$ cat config.mk
export PLATFORM = sky130hd
export DESIGN_NAME = cathetus
export DESIGN_NICKNAME = d
export VERILOG_FILES = /design/src/rtl/cathetus.sv
export SDC_FILE = /design/constraint.sdc
export NUM_CORES = 1
export LEC_CHECK = 0
export CORE_ASPECT_RATIO = 0.5
export CORE_MARGIN = 1
export CORE_UTILIZATION = 35
export CTS_CLUSTER_DIAMETER = 100
export DETAILED_ROUTE_END_ITERATION = 8
export DONT_BUFFER_PORTS = 1
export GPL_TIMING_DRIVEN = 0
export SLEW_MARGIN = 20
export SYNTH_ARGS = -nofsm -noshare
export SYNTH_HDL_FRONTEND = slang
export SYNTH_SLANG_ARGS = --single-unit
$ cat constraint.sdc
create_clock -name clk -period 5.3 [get_ports clk]
set_input_delay 0.795 -clock clk [delete_from_list [all_inputs] [get_ports clk]]
set_output_delay 0.795 -clock clk [all_outputs]
set_load 0.005 [all_outputs]
$ cat src/rtl/cathetus.sv
`default_nettype none
// ============================================================================
// Module   : cathetus
// Purpose  : y = floor(sqrt(c*c - a*a)) using a shared shift-add multiplier and
//            a restoring bit-serial square root, with a start/busy handshake.
// Revision : 1.0
// ============================================================================
module cathetus (
    input  logic       clk,
    input  logic       rst,
    input  logic       start,
    input  logic [7:0] c,
    input  logic [7:0] a,
    output logic       busy,
    output logic       err,
    output logic [7:0] y
);

    typedef enum logic [1:0] {
        S_IDLE = 2'd0,
        S_SQ_C = 2'd1,
        S_SQ_A = 2'd2,
        S_SQRT = 2'd3
    } state_t;

    state_t      r_state;
    state_t      w_state_nxt;
    logic [2:0]  r_cnt;
    logic [7:0]  r_c;
    logic [7:0]  r_a;
    logic [15:0] r_acc;
    logic [15:0] r_csq;
    logic [15:0] r_rad;
    logic [9:0]  r_rem;
    logic [7:0]  r_root;
    logic [7:0]  r_y;
    logic        r_err;

    logic        w_last;
    logic [7:0]  w_x;
    logic [15:0] w_add;
    logic [15:0] w_acc_nxt;
    logic [9:0]  w_rem_sh;
    logic [9:0]  w_trial;
    logic        w_fit;
    logic [9:0]  w_rem_nxt;
    logic [7:0]  w_root_nxt;

    assign w_last    = (r_cnt == 3'd7);

    // One multiplier bit per cycle, LSB first; operand selected by phase.
    assign w_x       = (r_state == S_SQ_A) ? r_a : r_c;
    assign w_add     = w_x[r_cnt] ? ({8'd0, w_x} << r_cnt) : 16'd0;
    assign w_acc_nxt = r_acc + w_add;

    // The 12-bit compare covers the full remainder; the kept difference
    // always fits in 10 bits, so the 10-bit subtraction is exact.
    assign w_rem_sh   = {r_rem[7:0], r_rad[15:14]};
    assign w_trial    = {r_root, 2'b01};
    assign w_fit      = ({r_rem, r_rad[15:14]} >= {2'b00, r_root, 2'b01});
    assign w_rem_nxt  = w_fit ? (w_rem_sh - w_trial) : w_rem_sh;
    assign w_root_nxt = {r_root[6:0], w_fit};

    always_ff @(posedge clk) begin
        if (rst) begin
            r_state <= S_IDLE;
        end else begin
            r_state <= w_state_nxt;
        end
    end

    always_comb begin
        w_state_nxt = r_state;
        case (r_state)
            S_IDLE:  if (start && (a <= c)) w_state_nxt = S_SQ_C;
            S_SQ_C:  if (w_last) w_state_nxt = S_SQ_A;
            S_SQ_A:  if (w_last) w_state_nxt = S_SQRT;
            S_SQRT:  if (w_last) w_state_nxt = S_IDLE;
            default: w_state_nxt = S_IDLE;
        endcase
    end

    always_ff @(posedge clk) begin
        if (rst) begin
            r_cnt  <= 3'd0;
            r_c    <= 8'd0;
            r_a    <= 8'd0;
            r_acc  <= 16'd0;
            r_csq  <= 16'd0;
            r_rad  <= 16'd0;
            r_rem  <= 10'd0;
            r_root <= 8'd0;
            r_y    <= 8'd0;
            r_err  <= 1'b0;
        end else begin
            case (r_state)
                S_IDLE: begin
                    if (start) begin
                        r_c   <= c;
                        r_a   <= a;
                        r_y   <= 8'd0;
                        r_err <= (a > c);
                        r_cnt <= 3'd0;
                        r_acc <= 16'd0;
                    end
                end
                S_SQ_C: begin
                    r_cnt <= r_cnt + 3'd1;
                    r_acc <= w_acc_nxt;
                    if (w_last) begin
                        r_csq <= w_acc_nxt;
                        r_acc <= 16'd0;
                    end
                end
                S_SQ_A: begin
                    r_cnt <= r_cnt + 3'd1;
                    r_acc <= w_acc_nxt;
                    if (w_last) begin
                        r_rad  <= r_csq - w_acc_nxt;
                        r_rem  <= 10'd0;
                        r_root <= 8'd0;
                    end
                end
                S_SQRT: begin
                    r_cnt  <= r_cnt + 3'd1;
                    r_rem  <= w_rem_nxt;
                    r_root <= w_root_nxt;
                    r_rad  <= {r_rad[13:0], 2'b00};
                    if (w_last) r_y <= w_root_nxt;
                end
                default: ;
            endcase
        end
    end

    assign busy = (r_state != S_IDLE);
    assign err  = r_err;
    assign y    = r_y;

endmodule
`default_nettype wire

Word-level counts from Yosys, hierarchy flattened
Index checks and enable logic that the tools add are counted.
{ "classes": {"n_eq_ne": 9, "add_sub_neg": 4, "mux": 24, "shift": 1, "magnitude_cmp": 4, "n_reduce_logical": 13} }
{ "ops": {"columns": ["operator", "count"], "rows": [
  ["$mux W16", 4],
  ["$pmux W16 S3", 1],
  ["$mux W8", 4],
  ["$pmux W16 S2", 1],
  ["$pmux W8 S2", 2],
  ["$mux W10", 2],
  ["$pmux W10 S2", 1],
  ["$add A16 B16 Y16", 1],
  ["$shl A8 B3 Y16", 1],
  ["$sub A16 B16 Y16", 1],
  ["$ge A12 B10 Y1", 1],
  ["$ne A2 B2 Y1 const B", 5],
  ["$sub A10 B10 Y10", 1],
  ["$gt A8 B8 Y1", 1],
  ["$le A8 B8 Y1", 1],
  ["$mux W2", 4],
  ["$pmux W2 S4", 1],
  ["$reduce_and A2 Y1", 4],
  ["$pmux W3 S2", 1],
  ["$reduce_bool A2 Y1", 3],
  ["$eq A2 B2 Y1 const B", 2],
  ["$lt A3 B4 Y1 const B", 1],
  ["$reduce_and A4 Y1", 1],
  ["$add A3 B1 Y3 const B", 1],
  ["other kinds (10)", 10]
]} }
{ "word_totals": {"word_cells": 66, "ff_bits": 96, "input_bits": 19} }

Logic depth before layout (Yosys ltp)
Gate-level depths: netlist of the first run.
{ "depth": {"depth_word": 9, "depth_mapped": 28} }

Worst setup path after synthesis of the first run
Ideal clock, no wire load.
{ "synth_path": {"path_kind": "reg-to-reg", "start": "register r_state[0]", "end": "register r_rad[14]", "setup_ps": 132, "arrival_ps": 5116, "stages_incl_launch_ff": 27, "path_buffers": 3, "setup_slack_ps": 51, "cell_sequence": "dfxtp_1 -> inv_1 -> ha_1 -> clkbuf_1 -> clkbuf_1 -> mux2i_1 -> and2_1 -> a21oi_1 -> o211ai_1 -> and2_1 -> clkbuf_1 -> nor2_1 -> ha_1 -> a21oi_2 -> o211ai_4 -> a21o_1 -> a21oi_1 -> xnor2_1 -> inv_1 -> ha_1 -> a31oi_1 -> a221oi_2 -> a311o_2 -> a41oi_2 -> maj3_2 -> mux2i_1 -> a21oi_1"} }
{ "synth_via": {"elab_chain_len": 9, "word_cells_on_any_way": 14, "classes_between": "2 x add/sub; 3 x eq/ne; 1 x shift; 6 x mux; 2 x reduce/logical"} }
{ "synth_rtl": {"columns": ["item", "line_no", "source"], "rows": [
  ["from (decl)", "26", "state_t r_state;"],
  ["from (signal assigned)", "68", "r_state <= w_state_nxt;"],
  ["$eq A2 B2 Y1", "52, 96", null],
  ["$mux W8", "52", "assign w_x = (r_state == S_SQ_A) ? r_a : r_c;"],
  ["$bmux W1 S3", "53", "assign w_add = w_x[r_cnt] ? ({8'd0, w_x} << r_cnt) : 16'd0;"],
  ["$mux W1 (not written as such)", "53", null],
  ["$mux W16", "53", null],
  ["$add A16 B16 Y16", "54", "assign w_acc_nxt = r_acc + w_add;"],
  ["$sub A16 B16 Y16", "119", "r_rad <= r_csq - w_acc_nxt;"],
  ["$mux W16", "118", "if (w_last) begin"],
  ["$pmux W16 S2", "96", "case (r_state)"],
  ["to (signal assigned)", "119", null],
  ["to (signal assigned)", "128", "r_rad <= {r_rad[13:0], 2'b00};"],
  ["to (decl)", "33", "logic [15:0] r_rad;"]
]} }
Several ways; a longest one is shown, not always the timed one. The select of a mux whose other input is x is not followed.
A chain may end at the register's enable or synchronous reset.

Worst setup path in the final report of the first run
{ "layout_path": {"start": "register r_state[0]", "end": "register r_rad[15]"} }
Same word-level chain as after synthesis.

==> out/results.ini, run 1 <==
[worst_hold_path]
hold_start=r_csq[9]
min_to=r_csq[9]
hold_path.class=reg2reg
hold_depth=2

[global_routing]
grt_first_pass_wirelength_um=26600
antenna_found_initial=0
gr-total-overflow=0
grt_max_degree=18
grtUsageTotal_pct=17.7
grt_pass1_vias=5383

[power]
comb_power_share_pct=46.4
switchingPower_uw=1080
share_seq_of_total_power_pct=29.0
powerDensity_nw_per_um2=380
ir_worst_vdd_uv=178
clock_power_share_pct=24.6
power_leakage_uw=0.00277
p_int_uw=1690
netSwitchingFraction_pct=39.0

[critical_path]
endpoint_kind=register
r2r_end=r_rad[15]
worstSetupPathType=reg2reg
rr_startpoint=r_state[0]
cp.arrival_ns=5.40
critPathMaxFanout=6
rrSetupSlack_ns=0.17
cp.required_ns=5.57
rr_worst_depth=25
startpoint_type=register

[drt]
first_pass_iters=5
num_vias=5626
wl_per_cell_um=15.3
detail-route-antenna-nets=0
routed_wl_um=16400
drc=0
vias_per_cell=5.25
drtIter0Drc=418

[cells_and_area]
antenna_cells=0
mostFrequentLayoutCells=nor2_1, nand2_1, dfxtp_1
drive_gt1_share_pct=13.9
fin_nets=899
regArea_um2=1930
fill_cells=1757
final-instance-count-excl-fill=1071
multi_input_area_um2=4240
syn_to_final_growth_pct=15.5
final_common_cell=nor2_1
final_util_pct=41.7

[sta]
setup_viol=0
max_freq_mhz=195
rsz0062_at_grt=yes
skew_ns=0.00941
min_period_ns=5.13
hold_violations=0
slew-limit-headroom_pct=39.5
worst_pin_slew_ns=0.906
drv_slew=0
worst_slack_ns=0.169
timing.final.crit_share_pct=96.8

[clocking]
clock_path_buffers=2
ctsRootBufferMaster=clkbuf_16
cts_buffers=9
htreeDepth=3
cts_tree=yes
holdBufCountCts=0
clock-sinks=96
clkTransAtPathRegs_ns=0.08
clk_latency_ns=0.35

[yosys]
synth_edf_count=0
syn_nets=868
ys_warn_count=0
synth_flop_cell=dfxtp_1
synth_area_per_cell_um2=7.90
synth.distinct_cells=73
synth_async_sr_flop_share_pct=0
netlist_instances=801
synth_seq_area_share_pct=30.4
synth_area_um2=6320
synth-seq-cells=96

[floorplanning]
coreArea_um2=17500
io_pins=29
row_count=34
dieHeight_um=97.1
die_width_um=192
dieArea_um2=18600
start_util_pct=36.1

[place]
gp_congestion=0.883
placedCellCount=1035
dp_hpwl_um=11900
portBuffers=0
dp_slack_ns=-0.992

[outcome]
status=completed

[run]
drv_cap=0

==> state kept, by name (all words and copies together) (netlist names) <==
register / flops
r_acc: 16
r_rem: 10
r_state: 2
r_cnt: 3
r_root: 8
y: 8
err: 1
r_a: 8
r_rad: 16
r_c: 8
r_csq: 16
==> synth_stat cells, types with 3 or more instances <==
cell type / count / area, um^2
and3_1: 6 / 37.5
o21ai_0: 34 / 170
a21oi_1: 72 / 360
maj3_1: 3 / 30.0
nand2b_1: 14 / 87.6
o21ai_1: 3 / 15.0
a21boi_1: 3 / 22.5
inv_1: 51 / 191
a21o_1: 12 / 90.1
nor4_1: 3 / 18.8
and2_1: 8 / 50.1
mux2_2: 6 / 67.6
a21oi_2: 4 / 35.0
xor2_1: 6 / 52.6
o21a_1: 4 / 30.0
o211ai_1: 10 / 75.1
a211oi_1: 10 / 75.1
dfxtp_1: 96 / 1920
xnor2_1: 23 / 201
nand3_1: 6 / 30.0
clkbuf_1: 37 / 139
nor3_1: 19 / 95.1
nor2b_1: 8 / 50.1
a22oi_1: 36 / 270
a31oi_1: 4 / 25.0
nor2_1: 98 / 368
a211o_1: 3 / 26.3
mux2i_1: 15 / 150
ha_1: 46 / 576
maj3_2: 4 / 45.0
buf_2: 3 / 15.0
nand2_1: 97 / 364
==> kinds of logic (layout without fill, tap and decap cells) <==
kind of cell	count (synthesis)	count (layout)	share of synthesized area (%)
and+or+nand+nor	273	273	19.0
AOI/OAI and AO/OA	228	228	24.6
adders and majority gates	55	55	10.9
xor gates and xnor gates	34	34	5.76
muxes	21	21	3.44
DFF	96	96	30.4
buffers and inverters	94	130	5.88
==> power groups by stage <==
stage	logic, uW	clock network, uW	registers (uW)
detailed placement	1120	0	813
CTS	1170	692	798
global placement	1110	0	810
finish	1290	684	804
global route	1400	721	810
floorplan	876	0	804
==> critical path, stage by stage, from the launching register on <==
cell and delay, ns:
dfxtp_4 0.37, inv_2 0.05, ha_4 0.19, buf_12 0.15
mux2i_4 0.18, nand2_1 0.10, a21oi_1 0.08, a211o_1 0.31
and2_4 0.19, nor2_1 0.24, ha_4 0.27, a21oi_2 0.18
o211ai_4 0.11, a21o_1 0.20, a21oi_2 0.18, xnor2_2 0.18
inv_2 0.08, ha_4 0.31, o211ai_1 0.09, o211ai_1 0.29
o22ai_2 0.17, a2111oi_4 0.37, a2111oi_1 0.09, a211o_1 0.28
mux2i_1 0.14, a221oi_2 0.22
==> what timing repair did <==
action | CTS | global route
setup buffers | 11 | 11
gates resized for setup | 20 | 36
endpoints found under the setup margin | 11 | 6
pin swaps | 4 | 15
==> per-stage QoR <==
stage / total power, uW / TNS, ns / instance area [um^2] / hold WS (ns)
floorplan: 1680 / 0 / 6320 / 0.427
global route: 2930 / -0.0311 / 7310 / 0.473
global placement: 1920 / -5.35 / 6620 / 0.440
finish: 2770 / 0 / 7310 / 0.456
detailed placement: 1930 / -5.85 / 6620 / 0.446
CTS: 2670 / 0 / 7090 / 0.457
==> layout make-up <==
cell class | count | area share, %
plain buffers | 41 | 2.62
clock buffers | 9 | 3.08
clock inverters | 7 | 1.06
inverters | 51 | 2.62
multi-input cells | 611 | 58.0
flip-flops and latches | 96 | 26.4
well taps | 234 | 4.01
repair buffers | 22 | 2.26
==> routing by layer <==
metal	up-vias	GRT usage [%]	share of wire, %
met4	0	3.82	0.91
met2	121	29.0	45
met3	14	3.14	4.1
met1	2632	24.3	50
met5	-	0	0
li1	2859	-	-
==> how the worst max path moves through the flow <==
stage / startpoint / to / slack, ns / depth (start not counted)
after detailed placement: r_state[0] / r_rad[15] / -0.99 / 27
final: r_state[0] / r_rad[15] / 0.17 / 25
after global routing: r_state[0] / r_rad[15] / -0.03 / 25
after floorplan: r_state[0] / r_rad[14] / 0.05 / 26
after global placement: r_state[0] / r_rad[15] / -0.92 / 27
after CTS: r_state[0] / r_rad[15] / 0.01 / 26
Note: power is estimated with default switching activity, not from simulation.
==> run 2: changes to the inputs <==
--- a/config.mk
+++ b/config.mk
@@ -11,8 +11,8 @@
 export CTS_CLUSTER_DIAMETER = 100
 export DETAILED_ROUTE_END_ITERATION = 8
 export DONT_BUFFER_PORTS = 1
+export GPL_ROUTABILITY_DRIVEN = 0
 export GPL_TIMING_DRIVEN = 0
-export SLEW_MARGIN = 20
 export SYNTH_ARGS = -nofsm -noshare
 export SYNTH_HDL_FRONTEND = slang
 export SYNTH_SLANG_ARGS = --single-unit
==> out/results.ini, run 2 (synthesis results as in run 1) <==
[clocking]
holdBufCountCts=0  ; unchanged
htreeDepth=3  ; unchanged
clkTransAtPathRegs_ns=0.08  ; about the same
clock-sinks=96  ; unchanged
cts_tree=yes
clock_path_buffers=2  ; unchanged
ctsRootBufferMaster=clkbuf_16
clk_latency_ns=0.35  ; about the same
cts_buffers=9  ; unchanged

[drt]
num_vias=5677  ; +0.91%
vias_per_cell=5.34  ; +1.6%
detail-route-antenna-nets=0  ; unchanged
drtIter0Drc=348  ; -17%
drc=0  ; unchanged
first_pass_iters=4  ; -1
routed_wl_um=16300  ; -0.84%
wl_per_cell_um=15.3  ; -0.19%

[sta]
hold_ws_ns=0.457  ; +0.00172 ns
hold_violations=0  ; unchanged
timing.final.crit_share_pct=96.1  ; -0.74 points
max_freq_mhz=196  ; +0.77%
drv_slew=0  ; unchanged
slew-limit-headroom_pct=45.7  ; +6.2 points
setup_viol=0  ; unchanged
worst_pin_slew_ns=0.813  ; -0.0932 ns
min_period_ns=5.09  ; -0.0392 ns
skew_ns=0.0120  ; +0.00258 ns

[cells_and_area]
regArea_um2=1920  ; -0.13%
top_regs=r_acc x16, r_csq x16, r_rad x16
final-instance-count-excl-fill=1064  ; -0.65%
design_area_um2=7280  ; -0.38%
fin_nets=892  ; -0.78%
multi_input_area_um2=4240  ; about the same
drive_gt1_share_pct=12.9  ; -0.97 points
final_common_cell=nand2_1
syn_to_final_growth_pct=15.1
antenna_cells=0  ; unchanged
fill_cells=1769  ; +0.68%
mostFrequentLayoutCells=nand2_1, nor2_1, dfxtp_1

[global_routing]
grtUsageTotal_pct=17.9  ; +0.22 points
gr-total-overflow=0  ; unchanged
antenna_found_initial=0  ; unchanged
grt_max_degree=18  ; unchanged
grt_first_pass_wirelength_um=27000  ; +1.4%
grt_pass1_vias=5382  ; -0.019%

[critical_path]
cp.arrival_ns=5.36  ; -0.04 ns
worstSetupPathType=reg2reg
crit_path_top_delay_cell=maj3_2
endpoint_kind=register
cp.required_ns=5.57  ; about the same
startpoint_type=register
rr_startpoint=r_state[0]
critPathMaxFanout=5  ; -1
crit_top_cell=ha_4
cp_slowest_stage_delay_ns=0.38  ; about the same
crit_start=r_state[0]

[power]
power_leakage_uw=0.00276  ; -0.30%
power_uw=2810  ; +1.1%
ir_worst_vdd_uv=174  ; -1.9%
powerDensity_nw_per_um2=385  ; +1.5%

[worst_hold_path]
hold_path.class=reg2reg
hold_start=r_a[2]

[floorplanning]
die_width_um=192  ; unchanged
dieHeight_um=97.1  ; unchanged
row_count=34  ; unchanged
coreArea_um2=17500  ; unchanged
start_util_pct=36.1  ; unchanged
io_pins=29  ; unchanged
dieArea_um2=18600  ; unchanged

[outcome]
status=completed

[place]
placed_cell_area_um2=6620  ; unchanged
placedCellCount=1035  ; unchanged
dp_hpwl_um=12000  ; +0.54%
portBuffers=0  ; unchanged

[run]
drv_cap=0  ; unchanged

==> run 2: cell types whose count changed in the layout (fill, tap and decap cells not counted), sizes merged <==
cell,previous run,this run
buf,28,21
bufinv,1,2
clkinv,2,1
clkinvlp,1,2
inv,54,53
==> run 2: stage by stage <==
step	utilization (%)	TNS, ns	setup WS [ns]
5_1_grt	41.5	-0.0519	-0.0519
3_5_place_dp	37.8	-5.81	-0.993
4_1_cts	40.4	0	0.0398
2_1_floorplan	-	0	0.0514
6_report	41.5	0	0.208
3_3_place_gp	37.8	-5.26	-0.917
==> run 2: area by class of cell <==
type | count | area share (%)
Tap cell | 234 | 4.02
Inverter | 51 | 2.63
Multi-Input combinational cell | 611 | 58.2
Clock inverter | 7 | 1.39
Sequential cell | 96 | 26.4
Clock buffer | 9 | 3.09
Timing Repair Buffer | 15 | 1.55
Buffer | 41 | 2.66
==> run 2: path summary, 6_finish.rpt <==
| check | slack (ns) | depth (start not counted) | to |
|---|---|---|---|
| max | 0.21 | 25 | r_rad[15] |
| min | 0.46 | 2 | r_a[2] |
| max reg2reg | 0.21 | 25 | r_rad[15] |
| min reg2reg | 0.46 | 2 | r_a[2] |
==> run 2: metal layers <==
layer	wire (um)	global-route usage, %	vias to the layer above
li1	-	-	2855
met2	7150	28.0	93
met3	551	3.11	16
met4	223	4.12	0
met1	8380	25.6	2713
met5	0	0	-
==> run 2: worst max-delay path: cells and delay by family (launching register included) <==
family / cells / cell delay (ns)
flops: 1 / 0.34
xor+xnor: 1 / 0.22
fa+ha+maj: 4 / 1.19
compound gates: 12 / 2.32
mux: 2 / 0.38
simple gates: 2 / 0.17
buf+inv: 4 / 0.38
==> run 2: where the power goes <==
part           switching, uW  leakage (uW)  internal (uW)
Combinational            737       0.00183            540
Clock                    308      0.000153            418
Sequential              34.4      0.000777            768
==> run 2: what timing repair did <==
| action | 4_1_cts | 5_1_grt |
|---|---|---|
| hold endpoints to repair | 0 | 0 |
| resized for setup | 21 | 32 |
| gates cloned | 0 | 0 |
| setup endpoints to repair | 12 | 5 |
| buffers inserted | 4 | 11 |
| pin swaps | 3 | 13 |
==> run 3: changes to the inputs <==
--- a/config.mk
+++ b/config.mk
@@ -13,6 +13,7 @@
 export DONT_BUFFER_PORTS = 1
 export GPL_ROUTABILITY_DRIVEN = 0
 export GPL_TIMING_DRIVEN = 0
+export PLACE_DENSITY = 0.56
 export SYNTH_ARGS = -nofsm -noshare
 export SYNTH_HDL_FRONTEND = slang
 export SYNTH_SLANG_ARGS = --single-unit
==> constraint.sdc (replaced) <==
create_clock -name clk -period 5 [get_ports clk]
set_input_delay 0.75 -clock clk [delete_from_list [all_inputs] [get_ports clk]]
set_output_delay 0.75 -clock clk [all_outputs]
set_load 0.01 [all_outputs]
==> out/results.ini, run 3 (synthesis results as in run 1) <==
[clocking]
clk_latency_ns=0.36  ; about the same
htreeDepth=3  ; unchanged
cts_buffers=9  ; unchanged
clock-sinks=96  ; unchanged
holdBufCountCts=0  ; unchanged
clkTransAtPathRegs_ns=0.08  ; about the same
cts_tree=yes
ctsRootBufferMaster=clkbuf_16
clock_path_buffers=2  ; unchanged

[power]
power_uw=3190  ; +14%
powerDensity_nw_per_um2=415  ; +7.8%
ir_worst_vdd_uv=159  ; -8.7%
power_leakage_uw=0.00288  ; +4.4%

[sta]
rsz0062_at_grt=yes
slew-limit-headroom_pct=41.9  ; -3.8 points
drv_slew=0  ; unchanged
final.setup.tns_ns=0  ; unchanged
setup_viol=0  ; unchanged
worst_pin_slew_ns=0.870  ; +0.0570 ns
skew_ns=0.0120  ; -0.0000343 ns
timing.final.crit_share_pct=99.5  ; +3.4 points
min_period_ns=4.97  ; -0.119 ns
max_freq_mhz=201  ; +2.4%
hold_violations=0  ; unchanged

[critical_path]
crit_top_cell=ha_4
rr_startpoint=r_state[1]
endpoint_kind=register
worstSetupPathType=reg2reg
rr_worst_depth=28  ; +12%
cp.required_ns=5.27  ; -0.30 ns
r2r_end=r_rad[15]
cp.arrival_ns=5.24  ; -0.12 ns
crit_path_top_delay_cell=dfxtp_2
critPathMaxFanout=6  ; +1
startpoint_type=register
rrSetupSlack_ns=0.03  ; -0.18 ns
cp_slowest_stage_delay_ns=0.38  ; about the same

[cells_and_area]
fill_cells=1750  ; -1.1%
mostFrequentLayoutCells=nand2_1, nor2_1, dfxtp_1
fin_nets=917  ; +2.8%
final_common_cell=nand2_1
top_regs=r_acc x16, r_csq x16, r_rad x16
antenna_cells=0  ; unchanged
final-instance-count-excl-fill=1089  ; +2.3%
drive_gt1_share_pct=19.3  ; +6.4 points
syn_to_final_growth_pct=21.4

[floorplanning]
start_util_pct=36.1  ; unchanged
dieArea_um2=18600  ; unchanged
dieHeight_um=97.1  ; unchanged
coreArea_um2=17500  ; unchanged
row_count=34  ; unchanged
die_width_um=192  ; unchanged
io_pins=29  ; unchanged

[global_routing]
grt_pass1_vias=5548  ; +3.1%
antenna_found_initial=0  ; unchanged
grtUsageTotal_pct=19.1  ; +1.1 points
gr-total-overflow=0  ; unchanged
grt_first_pass_wirelength_um=28200  ; +4.8%
grt_max_degree=18  ; unchanged

[drt]
drc=0  ; unchanged
detail-route-antenna-nets=0  ; unchanged
routed_wl_um=17300  ; +6.3%
num_vias=5755  ; +1.4%
drtIter0Drc=360  ; +3.4%
first_pass_iters=6  ; +2
wl_per_cell_um=15.9  ; +3.8%
vias_per_cell=5.28  ; -0.95%

[place]
placedCellCount=1035  ; unchanged
portBuffers=0  ; unchanged
dp_hpwl_um=12200  ; +2.0%

[run]
drv_cap=0  ; unchanged

[worst_hold_path]
hold_path.class=reg2reg
hold_start=r_a[2]
hold_depth=2  ; unchanged
min_to=r_a[2]

[outcome]
status=completed

run 3: changes by cell type in the layout (fill, tap and decap cells not counted), moves of 3 or more:
cell | before | now
buf_4 | 15 | 39
inv_2 | 1 | 5
ha_1 | 41 | 36
nor3_1 | 18 | 15
nor3_2 | 0 | 3
ha_2 | 0 | 4
a21oi_2 | 7 | 12
inv_1 | 50 | 46
a21oi_4 | 0 | 3
a21oi_1 | 69 | 61
run 3: power by group:
part / total (uW) / switching, uW / internal, uW / leakage (uW)
clock network: 700 / 341 / 359 / 0.000134
registers: 852 / 37.2 / 814 / 0.000777
logic: 1640 / 887 / 750 / 0.00197
total: 3190 / 1260 / 1920 / 0.00288
run 3: what timing repair did:
action                                  CTS  global route
pin swaps                                20            31
buffers inserted                         30             9
gates resized for setup                  52            50
endpoints found under the setup margin    9             7
run 3: per-stage QoR:
step,area [um^2],hold WS [ns],setup WS [ns],utilization (%)
after global placement,6630,0.440,-0.802,37.8
after floorplan,6340,0.427,0.0378,-
after global routing,7680,0.475,-0.159,43.8
after detailed placement,6630,0.444,-0.876,37.8
final,7680,0.457,0.0273,43.8
after CTS,7380,0.455,0.0181,42.1
run 3: layout make-up:
cell class                      instances  area [um^2]  share of cell area [%]
Tap cell                              234          293                    3.81
Clock inverter                          6         51.3                   0.668
Clock buffer                           10          239                    3.11
Inverter                               51          191                    2.49
Timing Repair Buffer                   39          293                    3.81
Buffer                                 42          214                    2.79
Sequential cell                        96         1920                    25.1
Multi-Input combinational cell        611         4470                    58.2
run 3: metal layers:
metal  share of wire (%)  GRT usage (%)  wire, um
met2                  44           29.6      7600
met3                 3.3           3.36       576
met5                   0              0         0
met1                  51           27.0      8840
met4                 1.8           5.03       306
run 3: worst max-delay path by stage:
stage                     from         to  slack [ns]  cells past startpoint
floorplan           r_state[0]  r_rad[14]        0.04                     26
global placement    r_state[0]  r_rad[15]       -0.80                     27
detailed placement  r_state[0]  r_rad[15]       -0.88                     27
CTS                 r_state[0]  r_rad[15]        0.02                     27
global route        r_state[0]  r_rad[15]       -0.16                     24
finish              r_state[1]  r_rad[15]        0.03                     28
run 3: worst max-delay path, delay by kind of cell, from the launching register on:
kind | cells | cell delay, ns
AO/OA/AOI/OAI | 14 | 2.40
buffers and inverters | 4 | 0.48
flip-flops | 1 | 0.38
XOR/XNOR | 1 | 0.17
multiplexers | 2 | 0.41
AND/OR/NAND/NOR | 4 | 0.29
adder cells (fa/ha/maj) | 3 | 0.74
